==> src/rtl/axis_stream_monitor.sv <==
// axis_stream_monitor
//   Passive AXI-Stream tap monitor. For every channel it counts frames, bytes
//   and errored frames, tracks whether a frame is open, and keeps the low 32
//   bits of the first beat of the most recent frame. Statistics are read over
//   an AXI-Lite slave. The first byte of the latest frame on LED_CHANNEL
//   drives led.
//
//   Ports
//     clk, rst_n        : single clock, asynchronous active-low reset
//     mon_axis_*        : tapped streams, channel i in slice i (inputs only)
//     s_axil_*          : AXI-Lite slave, one read and one write outstanding
//     led               : first byte of the last frame seen on LED_CHANNEL
//
//   Register map (channel base = i*0x20)
//     0x00 frame_cnt (any write clears all three counters of the channel)
//     0x04 byte_cnt   0x08 err_cnt   0x0C capture
//     0x10 status     bit0 in_frame, bit1 any counter saturated
//     0x14 timestamp  (0 unless built with MON_TIMESTAMP_EN)
//
//   Build option: define MON_TIMESTAMP_EN to latch a free-running cycle
//   count into a per-channel register on every tlast beat.
module axis_stream_monitor #(
  parameter int N_CHANNELS      = 4,
  parameter int DATA_WIDTH      = 64,
  parameter int KEEP_WIDTH      = DATA_WIDTH/8,
  parameter int COUNT_WIDTH     = 32,
  parameter int LED_CHANNEL     = 0,
  parameter int AXIL_ADDR_WIDTH = 16,
  parameter int AXIL_DATA_WIDTH = 32
) (
  input  logic                            clk,
  input  logic                            rst_n,
  input  logic [N_CHANNELS*DATA_WIDTH-1:0] mon_axis_tdata,
  input  logic [N_CHANNELS*KEEP_WIDTH-1:0] mon_axis_tkeep,
  input  logic [N_CHANNELS-1:0]           mon_axis_tvalid,
  input  logic [N_CHANNELS-1:0]           mon_axis_tready,
  input  logic [N_CHANNELS-1:0]           mon_axis_tlast,
  input  logic [N_CHANNELS-1:0]           mon_axis_tuser,
  input  logic [AXIL_ADDR_WIDTH-1:0]      s_axil_awaddr,
  input  logic [2:0]                      s_axil_awprot,
  input  logic                            s_axil_awvalid,
  output logic                            s_axil_awready,
  input  logic [AXIL_DATA_WIDTH-1:0]      s_axil_wdata,
  input  logic [AXIL_DATA_WIDTH/8-1:0]    s_axil_wstrb,
  input  logic                            s_axil_wvalid,
  output logic                            s_axil_wready,
  output logic [1:0]                      s_axil_bresp,
  output logic                            s_axil_bvalid,
  input  logic                            s_axil_bready,
  input  logic [AXIL_ADDR_WIDTH-1:0]      s_axil_araddr,
  input  logic [2:0]                      s_axil_arprot,
  input  logic                            s_axil_arvalid,
  output logic                            s_axil_arready,
  output logic [AXIL_DATA_WIDTH-1:0]      s_axil_rdata,
  output logic [1:0]                      s_axil_rresp,
  output logic                            s_axil_rvalid,
  input  logic                            s_axil_rready,
  output logic [7:0]                      led
);

  localparam int CHW = AXIL_ADDR_WIDTH - 5;
  localparam int PW  = $clog2(KEEP_WIDTH + 1);
  localparam logic [COUNT_WIDTH-1:0] CNT_MAX = '1;

  function automatic logic [PW-1:0] popcount(input logic [KEEP_WIDTH-1:0] k);
    logic [PW-1:0] n;
    n = '0;
    for (int b = 0; b < KEEP_WIDTH; b++) n = n + PW'(k[b]);
    return n;
  endfunction

  function automatic logic [COUNT_WIDTH-1:0] sat_add(input logic [COUNT_WIDTH-1:0] a,
                                                      input logic [PW-1:0] inc);
    logic [COUNT_WIDTH:0] sum;
    sum = {1'b0, a} + (COUNT_WIDTH+1)'(inc);
    return sum[COUNT_WIDTH] ? CNT_MAX : sum[COUNT_WIDTH-1:0];
  endfunction

  logic [COUNT_WIDTH-1:0] frame_cnt_q [N_CHANNELS];
  logic [COUNT_WIDTH-1:0] frame_cnt_d [N_CHANNELS];
  logic [COUNT_WIDTH-1:0] byte_cnt_q  [N_CHANNELS];
  logic [COUNT_WIDTH-1:0] byte_cnt_d  [N_CHANNELS];
  logic [COUNT_WIDTH-1:0] err_cnt_q   [N_CHANNELS];
  logic [COUNT_WIDTH-1:0] err_cnt_d   [N_CHANNELS];
  logic [31:0]            capture_q   [N_CHANNELS];
  logic [31:0]            capture_d   [N_CHANNELS];
  logic [N_CHANNELS-1:0]  in_frame_q, in_frame_d;
  logic [N_CHANNELS-1:0]  clr;
  logic [7:0]             led_q, led_d;

  logic                       awready_q, bvalid_q, arready_q, rvalid_q;
  logic [AXIL_DATA_WIDTH-1:0] rdata_q, rd_val;
  logic                       wr_hs, rd_hs;
  logic [CHW-1:0]             wr_ch, rd_ch;
  logic [2:0]                 wr_off, rd_off;

  assign wr_hs  = s_axil_awvalid & s_axil_wvalid & awready_q;
  assign rd_hs  = s_axil_arvalid & arready_q;
  assign wr_ch  = s_axil_awaddr[AXIL_ADDR_WIDTH-1:5];
  assign wr_off = s_axil_awaddr[4:2];
  assign rd_ch  = s_axil_araddr[AXIL_ADDR_WIDTH-1:5];
  assign rd_off = s_axil_araddr[4:2];

`ifdef MON_TIMESTAMP_EN
  logic [COUNT_WIDTH-1:0] cyc_q;
  logic [COUNT_WIDTH-1:0] ts_q [N_CHANNELS];

  always_ff @(posedge clk or negedge rst_n) begin
    if (!rst_n) begin
      cyc_q <= '0;
      for (int i = 0; i < N_CHANNELS; i++) ts_q[i] <= '0;
    end else begin
      cyc_q <= cyc_q + 1'b1;
      for (int i = 0; i < N_CHANNELS; i++)
        if (mon_axis_tvalid[i] & mon_axis_tready[i] & mon_axis_tlast[i]) ts_q[i] <= cyc_q;
    end
  end
`endif

  // Clear has priority over a coincident beat; in_frame/capture ignore clear.
  always_comb begin
    led_d = led_q;
    for (int i = 0; i < N_CHANNELS; i++) begin
      clr[i]         = wr_hs && (wr_ch == CHW'(i)) && (wr_off == 3'd0);
      frame_cnt_d[i] = frame_cnt_q[i];
      byte_cnt_d[i]  = byte_cnt_q[i];
      err_cnt_d[i]   = err_cnt_q[i];
      capture_d[i]   = capture_q[i];
      in_frame_d[i]  = in_frame_q[i];
      if (mon_axis_tvalid[i] & mon_axis_tready[i]) begin
        in_frame_d[i] = ~mon_axis_tlast[i];
        if (!in_frame_q[i]) begin
          capture_d[i] = 32'(mon_axis_tdata[i*DATA_WIDTH +: DATA_WIDTH]);
          if (i == LED_CHANNEL) led_d = mon_axis_tdata[i*DATA_WIDTH +: 8];
        end
        if (!clr[i]) begin
          byte_cnt_d[i] = sat_add(byte_cnt_q[i], popcount(mon_axis_tkeep[i*KEEP_WIDTH +: KEEP_WIDTH]));
          if (mon_axis_tlast[i]) begin
            frame_cnt_d[i] = sat_add(frame_cnt_q[i], PW'(1));
            if (mon_axis_tuser[i]) err_cnt_d[i] = sat_add(err_cnt_q[i], PW'(1));
          end
        end
      end
      if (clr[i]) begin
        frame_cnt_d[i] = '0;
        byte_cnt_d[i]  = '0;
        err_cnt_d[i]   = '0;
      end
    end
  end

  always_ff @(posedge clk or negedge rst_n) begin
    if (!rst_n) begin
      for (int i = 0; i < N_CHANNELS; i++) begin
        frame_cnt_q[i] <= '0;
        byte_cnt_q[i]  <= '0;
        err_cnt_q[i]   <= '0;
        capture_q[i]   <= '0;
      end
      in_frame_q <= '0;
      led_q      <= '0;
    end else begin
      for (int i = 0; i < N_CHANNELS; i++) begin
        frame_cnt_q[i] <= frame_cnt_d[i];
        byte_cnt_q[i]  <= byte_cnt_d[i];
        err_cnt_q[i]   <= err_cnt_d[i];
        capture_q[i]   <= capture_d[i];
      end
      in_frame_q <= in_frame_d;
      led_q      <= led_d;
    end
  end

  // Out-of-range channel or offset falls through to 0.
  always_comb begin
    rd_val = '0;
    for (int i = 0; i < N_CHANNELS; i++) begin
      if (rd_ch == CHW'(i)) begin
        case (rd_off)
          3'd0: rd_val = AXIL_DATA_WIDTH'(frame_cnt_q[i]);
          3'd1: rd_val = AXIL_DATA_WIDTH'(byte_cnt_q[i]);
          3'd2: rd_val = AXIL_DATA_WIDTH'(err_cnt_q[i]);
          3'd3: rd_val = AXIL_DATA_WIDTH'(capture_q[i]);
          3'd4: rd_val = AXIL_DATA_WIDTH'({(frame_cnt_q[i] == CNT_MAX) ||
                                           (byte_cnt_q[i] == CNT_MAX) ||
                                           (err_cnt_q[i] == CNT_MAX), in_frame_q[i]});
`ifdef MON_TIMESTAMP_EN
          3'd5: rd_val = AXIL_DATA_WIDTH'(ts_q[i]);
`endif
          default: rd_val = '0;
        endcase
      end
    end
  end

  // The ~*ready_q terms keep the ready strobes to a single-cycle pulse.
  always_ff @(posedge clk or negedge rst_n) begin
    if (!rst_n) begin
      awready_q <= 1'b0;
      bvalid_q  <= 1'b0;
      arready_q <= 1'b0;
      rvalid_q  <= 1'b0;
      rdata_q   <= '0;
    end else begin
      awready_q <= s_axil_awvalid & s_axil_wvalid & ~bvalid_q & ~awready_q;
      if (wr_hs)              bvalid_q <= 1'b1;
      else if (s_axil_bready) bvalid_q <= 1'b0;
      arready_q <= s_axil_arvalid & ~rvalid_q & ~arready_q;
      if (rd_hs) begin
        rvalid_q <= 1'b1;
        rdata_q  <= rd_val;
      end else if (s_axil_rready) begin
        rvalid_q <= 1'b0;
      end
    end
  end

  assign s_axil_awready = awready_q;
  assign s_axil_wready  = awready_q;
  assign s_axil_bvalid  = bvalid_q;
  assign s_axil_bresp   = 2'b00;
  assign s_axil_arready = arready_q;
  assign s_axil_rvalid  = rvalid_q;
  assign s_axil_rdata   = rdata_q;
  assign s_axil_rresp   = 2'b00;
  assign led            = led_q;

  logic unused_ok;
  assign unused_ok = ^{s_axil_awprot, s_axil_arprot, s_axil_wstrb, s_axil_wdata,
                       s_axil_awaddr[1:0], s_axil_araddr[1:0], mon_axis_tdata};

endmodule

==> config.mk <==
export PLATFORM = sky130hd
export DESIGN_NAME = axis_stream_monitor
export DESIGN_NICKNAME = d
export VERILOG_FILES = /design/src/rtl/axis_stream_monitor.sv
export SDC_FILE = /design/constraint.sdc
export NUM_CORES = 2
export LEC_CHECK = 0
export BUFFER_PORTS_ARGS = -buffer_cell sky130_fd_sc_hd__buf_2
export CAP_MARGIN = 10
export CORE_MARGIN = 1
export CORE_UTILIZATION = 59
export CTS_CLUSTER_SIZE = 8
export DETAILED_ROUTE_END_ITERATION = 8
export PLACE_DENSITY_LB_ADDON = 0.15
export SYNTH_ARGS = -nofsm -noshare
export SYNTH_HDL_FRONTEND = slang
export SYNTH_SLANG_ARGS = --single-unit
==> constraint.sdc <==
create_clock -name clk -period 4.4 [get_ports clk]
set_input_delay 0.88 -clock clk [delete_from_list [all_inputs] [get_ports clk]]
set_output_delay 0.88 -clock clk [all_outputs]
set_load 0.01 [all_outputs]
Word level (Yosys, flattened, before mapping)

Index checks and enable logic that the tools add are counted.

Flip-flop bits (word level): 560
Input port bits: 385
Output and inout bits: 49
Logic and storage cells: 217

Add/subtract/negate cells: 40
Eq/ne operators: 22
Mux-type cells: 60
Bitwise logic cells: 23
Reduce and logical (&&, ||, !) cells: 46

Operators with widths:

| cell                  | number |
|---|---|
| $mux 32               | 52 |
| $pmux 32 s5           | 4 |
| $eq 32x32->1 const B  | 12 |
| $add 32x1->33 const B | 8 |
| $add 32x4->33         | 4 |
| $add 4x1->4           | 16 |
| $eq 11x2->1 const B   | 4 |
| $reduce_bool 2->1     | 14 |
| $eq 11x1->1 const B   | 2 |
| $logic_not 11->1      | 2 |
| $add 3x1->4           | 4 |
| $reduce_and 2->1      | 8 |
| $add 2x1->3           | 4 |
| $not 1->1             | 12 |
| $reduce_and 3->1      | 4 |
| $and 1x1->1           | 11 |
| $add 1x1->2           | 4 |
| $logic_and 1x1->1     | 8 |
| $logic_or 1x1->1      | 8 |
| $eq 3x2->1 const B    | 2 |
| $logic_not 3->1       | 2 |
| $mux 1                | 4 |
| $eq 3x1->1 const B    | 1 |
| $eq 3x3->1 const B    | 1 |

Depth between registers and ports, before layout

Depth after elaboration: 11
Gate-level depth with buffers: 15

Worst setup path after synthesis

OpenSTA, ideal clock, no wires.

Path type: in2reg
From: input mon_axis_tkeep[8]
To: register byte_cnt_q[92] in the netlist's numbering
Arrival: 4659 ps
Data required time: 4322 ps
Setup slack: -337 ps
Cell stages on the path: 15
Path through: fa_1 -> inv_1 -> fa_1 -> fa_1 -> fa_1 -> inv_1 -> fa_1 -> a21o_1 -> a21oi_1 -> or4_1 -> or2_2 -> clkbuf_1 -> o41a_1 -> or3_1 -> a21oi_1

Longest elaborated chain between the ends: 11

Ends and longest elaborated chain:

| what                            | RTL line | source |
|---|---|---|
| from (decl)                     | 34       | `input logic [N_CHANNELS*KEEP_WIDTH-1:0] mon_axis_tkeep,` |
| $add 1x1->2                     | 68       | `for (int b = 0; b < KEEP_WIDTH; b++) n = n + PW'(k[b]);` |
| $add 2x1->3                     | 68       |  |
| $add 3x1->4                     | 68       |  |
| $add 4x1->4 (4 in a row)        | 68       |  |
| $add 32x4->33                   | 75       | `sum = {1'b0, a} + (COUNT_WIDTH+1)'(inc);` |
| $mux 32                         | 76       | `return sum[COUNT_WIDTH] ? CNT_MAX : sum[COUNT_WIDTH-1:0];` |
| $mux 32                         | 130      | `if (mon_axis_tvalid[i] & mon_axis_tready[i]) begin` |
| $mux 32                         | 144      | `if (clr[i]) begin` |
| to (signal, indexed assignment) | 165      | `byte_cnt_q[i] <= byte_cnt_d[i];` |
| to (decl)                       | 81       | `logic [COUNT_WIDTH-1:0] byte_cnt_q [N_CHANNELS];` |

No other way between the ends. The select of a mux whose other input is x is not followed.
A chain may end at the register's enable or synchronous reset.

Final worst setup path

From: input mon_axis_tkeep[24]
To: register byte_cnt_q[11] in the netlist's numbering

Same word-level chain as after synthesis.

==> run_results.csv <==
group,metric,value,unit
status,status,"complete, no violations",
logic_synthesis,syn_avg_cell_area,8.86,um2
placed_design,dp_slack,-333,ps
drt,drc,0,
cells_and_area,instances_no_fill,4482,
sta,relSlewSlack,0.307,
cts,ctsResizeCount,0,
cts,clk_latency,650,ps
sta,whs,320,ps
placed_design,gp_congestion,1.03,
logic_synthesis,ys_top_cells_by_area,"dfrtp_1 44%, a21oi_1 5.2%, a22oi_1 5.0%, mux2_2 4.7%, nor2_1 4.5%",
power_and_ir_drop,ir_drop,323,uV
drt,m1WireLength,44900,um
hold_path,hp-class,"input port to asynchronous set/reset pin",
placed_design,hpwl,84400,um
sta,post-route-min-period,4150,ps
drt,vias_per_cell,7.10,
cts,cts_root_buf,"clkbuf_16",
setup_path,worst_r2r_endpoint,"byte_cnt_q[11]$_DFFE_PN0P_",
logic_synthesis,synth_cell_type_count,76,
cts,htree_num_levels,3,
grt,antenna_found_initial,11,
drt,dr_wl_met2,51300,um
cells_and_area,fin_nets,4216,
drt,wl_met3,13900,um
setup_path,arrival,4660,ps
logic_synthesis,synthSimpleGateAreaFrac,0.211,
drt,dr.max_layer_used,"met5",
cts,cts_buffer_depth,3,
grt,grt_overflow,0,
sta,finalSetupViolations,0,
floorplanning,die_h,233,um
cts,cts-buffers-inserted,79,
grt,grt_usage,0.430,
grt,grt_max_degree,101,
cts,cts_hold_buf,0,
placed_design,portBuffers,255,
setup_path,start_kind,"input port",
logic_synthesis,synth_top_area_share,0.439,
sta,hold_viol,0,
logic_synthesis,syn-cell-area,0.0315,mm2
grt,grt_pass1_wl,178000,um
sta,maxSlewViolCount,0,
setup_path,critPathRequiredTime,4920,ps
cells_and_area,mostFrequentLayoutCells,"552 x dfrtp_1, 374 x nor2_1, 324 x a21oi_1",
logic_synthesis,synth_top_family_by_area,"compound AO/OA/AOI/OAI gates",
cts,cts_sinks,552,
placed_design,numPlacedInstances,4386,
cells_and_area,fill_cells,4165,
cells_and_area,drive_above_1_share,0.174,
floorplanning,chipWidth,233,um
cts,cts_tree,"done",
cts,post-cts-setup-buffer-count,0,
drt,drtPass1Iterations,8,
floorplanning,start_util,0.598,
sta,min_period_over_period,0.942,
grt,grt_pass1_vias,29800,
logic_synthesis,ys_ff_latch,552,
cells_and_area,multiInputGateArea,0.0165,mm2
job,maxCapViolCount,0,
drt,wl_per_cell,26.1,um
cells_and_area,fin_util,0.684,
logic_synthesis,yosysWarnings,0,
logic_synthesis,synth_compound_area_frac,0.225,
logic_synthesis,synthAdderAreaFrac,0.0254,
power_and_ir_drop,power_leakage,14.7,nW
floorplanning,core.rowCount,84,
setup_path,crit_type,"input port to flop",
logic_synthesis,yosysSeqAreaShare,0.439,
setup_path,worstSetupEndpointType,"flop",
drt,via_count,31800,
logic_synthesis,synthArstFlopShare,1.00,
cts,clk_pin_slew,50,ps
sta,tightest_slew,1040,ps
floorplanning,die-area,0.0543,mm2
logic_synthesis,synth_edf_count,0,
cells_and_area,seqCellArea,0.0138,mm2
logic_synthesis,synth_xor_area_frac,0.00111,
drt,drt_wl_total,117000,um
setup_path,crit_fanout,10,
logic_synthesis,yosysTopAreaCell,"dfrtp_1",
drt,drtIter0Drc,4741,
setup_path,reg2reg_from,"byte_cnt_q[0]$_DFFE_PN0P_",
logic_synthesis,synthCells,3555,
floorplanning,io_pins,434,
logic_synthesis,synthMuxAreaShare,0.0562,
logic_synthesis,synth_ff_type,"dfrtp_1",
drt,drtAntennaViolNets,0,
sta,clock-skew-final,30.3,ps
sta,rsz0062_at_grt,"false",
sta,fin_ws,254,ps
setup_path,rrSetupSlack,450,ps
floorplanning,coreArea,0.0527,mm2
sta,fmax,0.241,GHz
cells_and_area,area_growth,14.4,%
setup_path,worstRegToRegCells,15,
cells_and_area,layout_commonest_cell,"dfrtp_1",
power_and_ir_drop,power.density,424,mW/mm2
layer usage:
| layer | vias up | GRT usage |
|---|---|---|
| met5 | - | 0 |
| met4 | 4 | 0.221 |
| met3 | 409 | 0.106 |
| met2 | 2204 | 0.639 |
| met1 | 15400 | 0.583 |
| li1 | 13800 | - |
through the flow:
step	instance area (um2)	setup TNS, ps	power, mW
2_1_floorplan	31600	-427	8.34
3_3_place_gp	33900	-6650	9.54
3_5_place_dp	33900	-14600	9.74
4_1_cts	36000	0	15.2
5_1_grt	36000	0	15.9
6_report	36000	0	15.3
final cells by class:
| class | count | area share |
|---|---|---|
| multi-input cells | 2672 | 0.457 |
| flip-flops and latches | 552 | 0.384 |
| repair buffers | 383 | 0.0679 |
| clock buffers | 81 | 0.0551 |
| well taps | 688 | 0.0239 |
| inverters | 91 | 0.00962 |
| clock inverters | 8 | 0.00267 |
| diodes | 7 | 0.000486 |
synthesized netlist by cell type (57+ instances only):
| library cell | n |
|---|---|
| and3_1 | 97 |
| o21ai_0 | 216 |
| nor3_1 | 151 |
| dfrtp_1 | 552 |
| a21oi_1 | 327 |
| a211oi_1 | 64 |
| clkbuf_1 | 196 |
| a311oi_1 | 58 |
| a31oi_1 | 57 |
| nand2_1 | 264 |
| inv_1 | 90 |
| mux2_2 | 132 |
| nor2_1 | 374 |
| a22oi_1 | 208 |
| nand4_1 | 90 |
| nand3_1 | 166 |
logic make-up (layout without fill, tap and decap cells):
kind of cell	Yosys count	after routing
AOI/OAI and AO/OA	1101	1101
xor gates and xnor gates	4	4
adders and majority gates	52	52
buffers and inverters	334	563
DFF	552	552
muxes	159	159
other	1	11
and+or+nand+nor	1352	1352
report_power, final:
part	total, mW	leakage [nW]	switching, mW	internal [mW]
logic	3.05	6.51	1.63	1.42
clock network	5.48	1.02	2.30	3.18
registers	6.73	7.20	0.987	5.75
total	15.3	14.7	4.92	10.3
worst max path at each step:
stage | to | slack [ps] | start
final | byte_cnt_q[11]$_DFFE_PN0P_ | 250 | mon_axis_tkeep[24]
after global routing | byte_cnt_q[11]$_DFFE_PN0P_ | 60 | mon_axis_tkeep[24]
after CTS | byte_cnt_q[11]$_DFFE_PN0P_ | 260 | mon_axis_tkeep[24]
after detailed placement | byte_cnt_q[92]$_DFFE_PN0P_ | -330 | mon_axis_tkeep[8]
after global placement | byte_cnt_q[92]$_DFFE_PN0P_ | -320 | mon_axis_tkeep[8]
after floorplan | byte_cnt_q[92]$_DFFE_PN0P_ | -180 | mon_axis_tkeep[8]
worst max-delay path: stages:
cell	delay, ps
buf_2	110
fa_1	540
inv_1	50
fa_1	490
fa_1	440
fa_1	410
inv_1	80
fa_1	200
a21o_1	140
a21oi_2	60
buf_4	170
nor2_1	270
nand3_1	160
buf_4	200
a21oi_1	140
nor2_1	60
a311oi_1	260
sequential cells by signal (all words and copies together), names as in the netlist:
signal,count
byte_cnt_q,128
capture_q,128
err_cnt_q,128
frame_cnt_q,128
in_frame_q,4
s_axil_arready,1
s_axil_awready,1
s_axil_bvalid,1
s_axil_rdata,32
s_axil_rvalid,1
No activity file was read; power rests on OpenSTA's default activity.
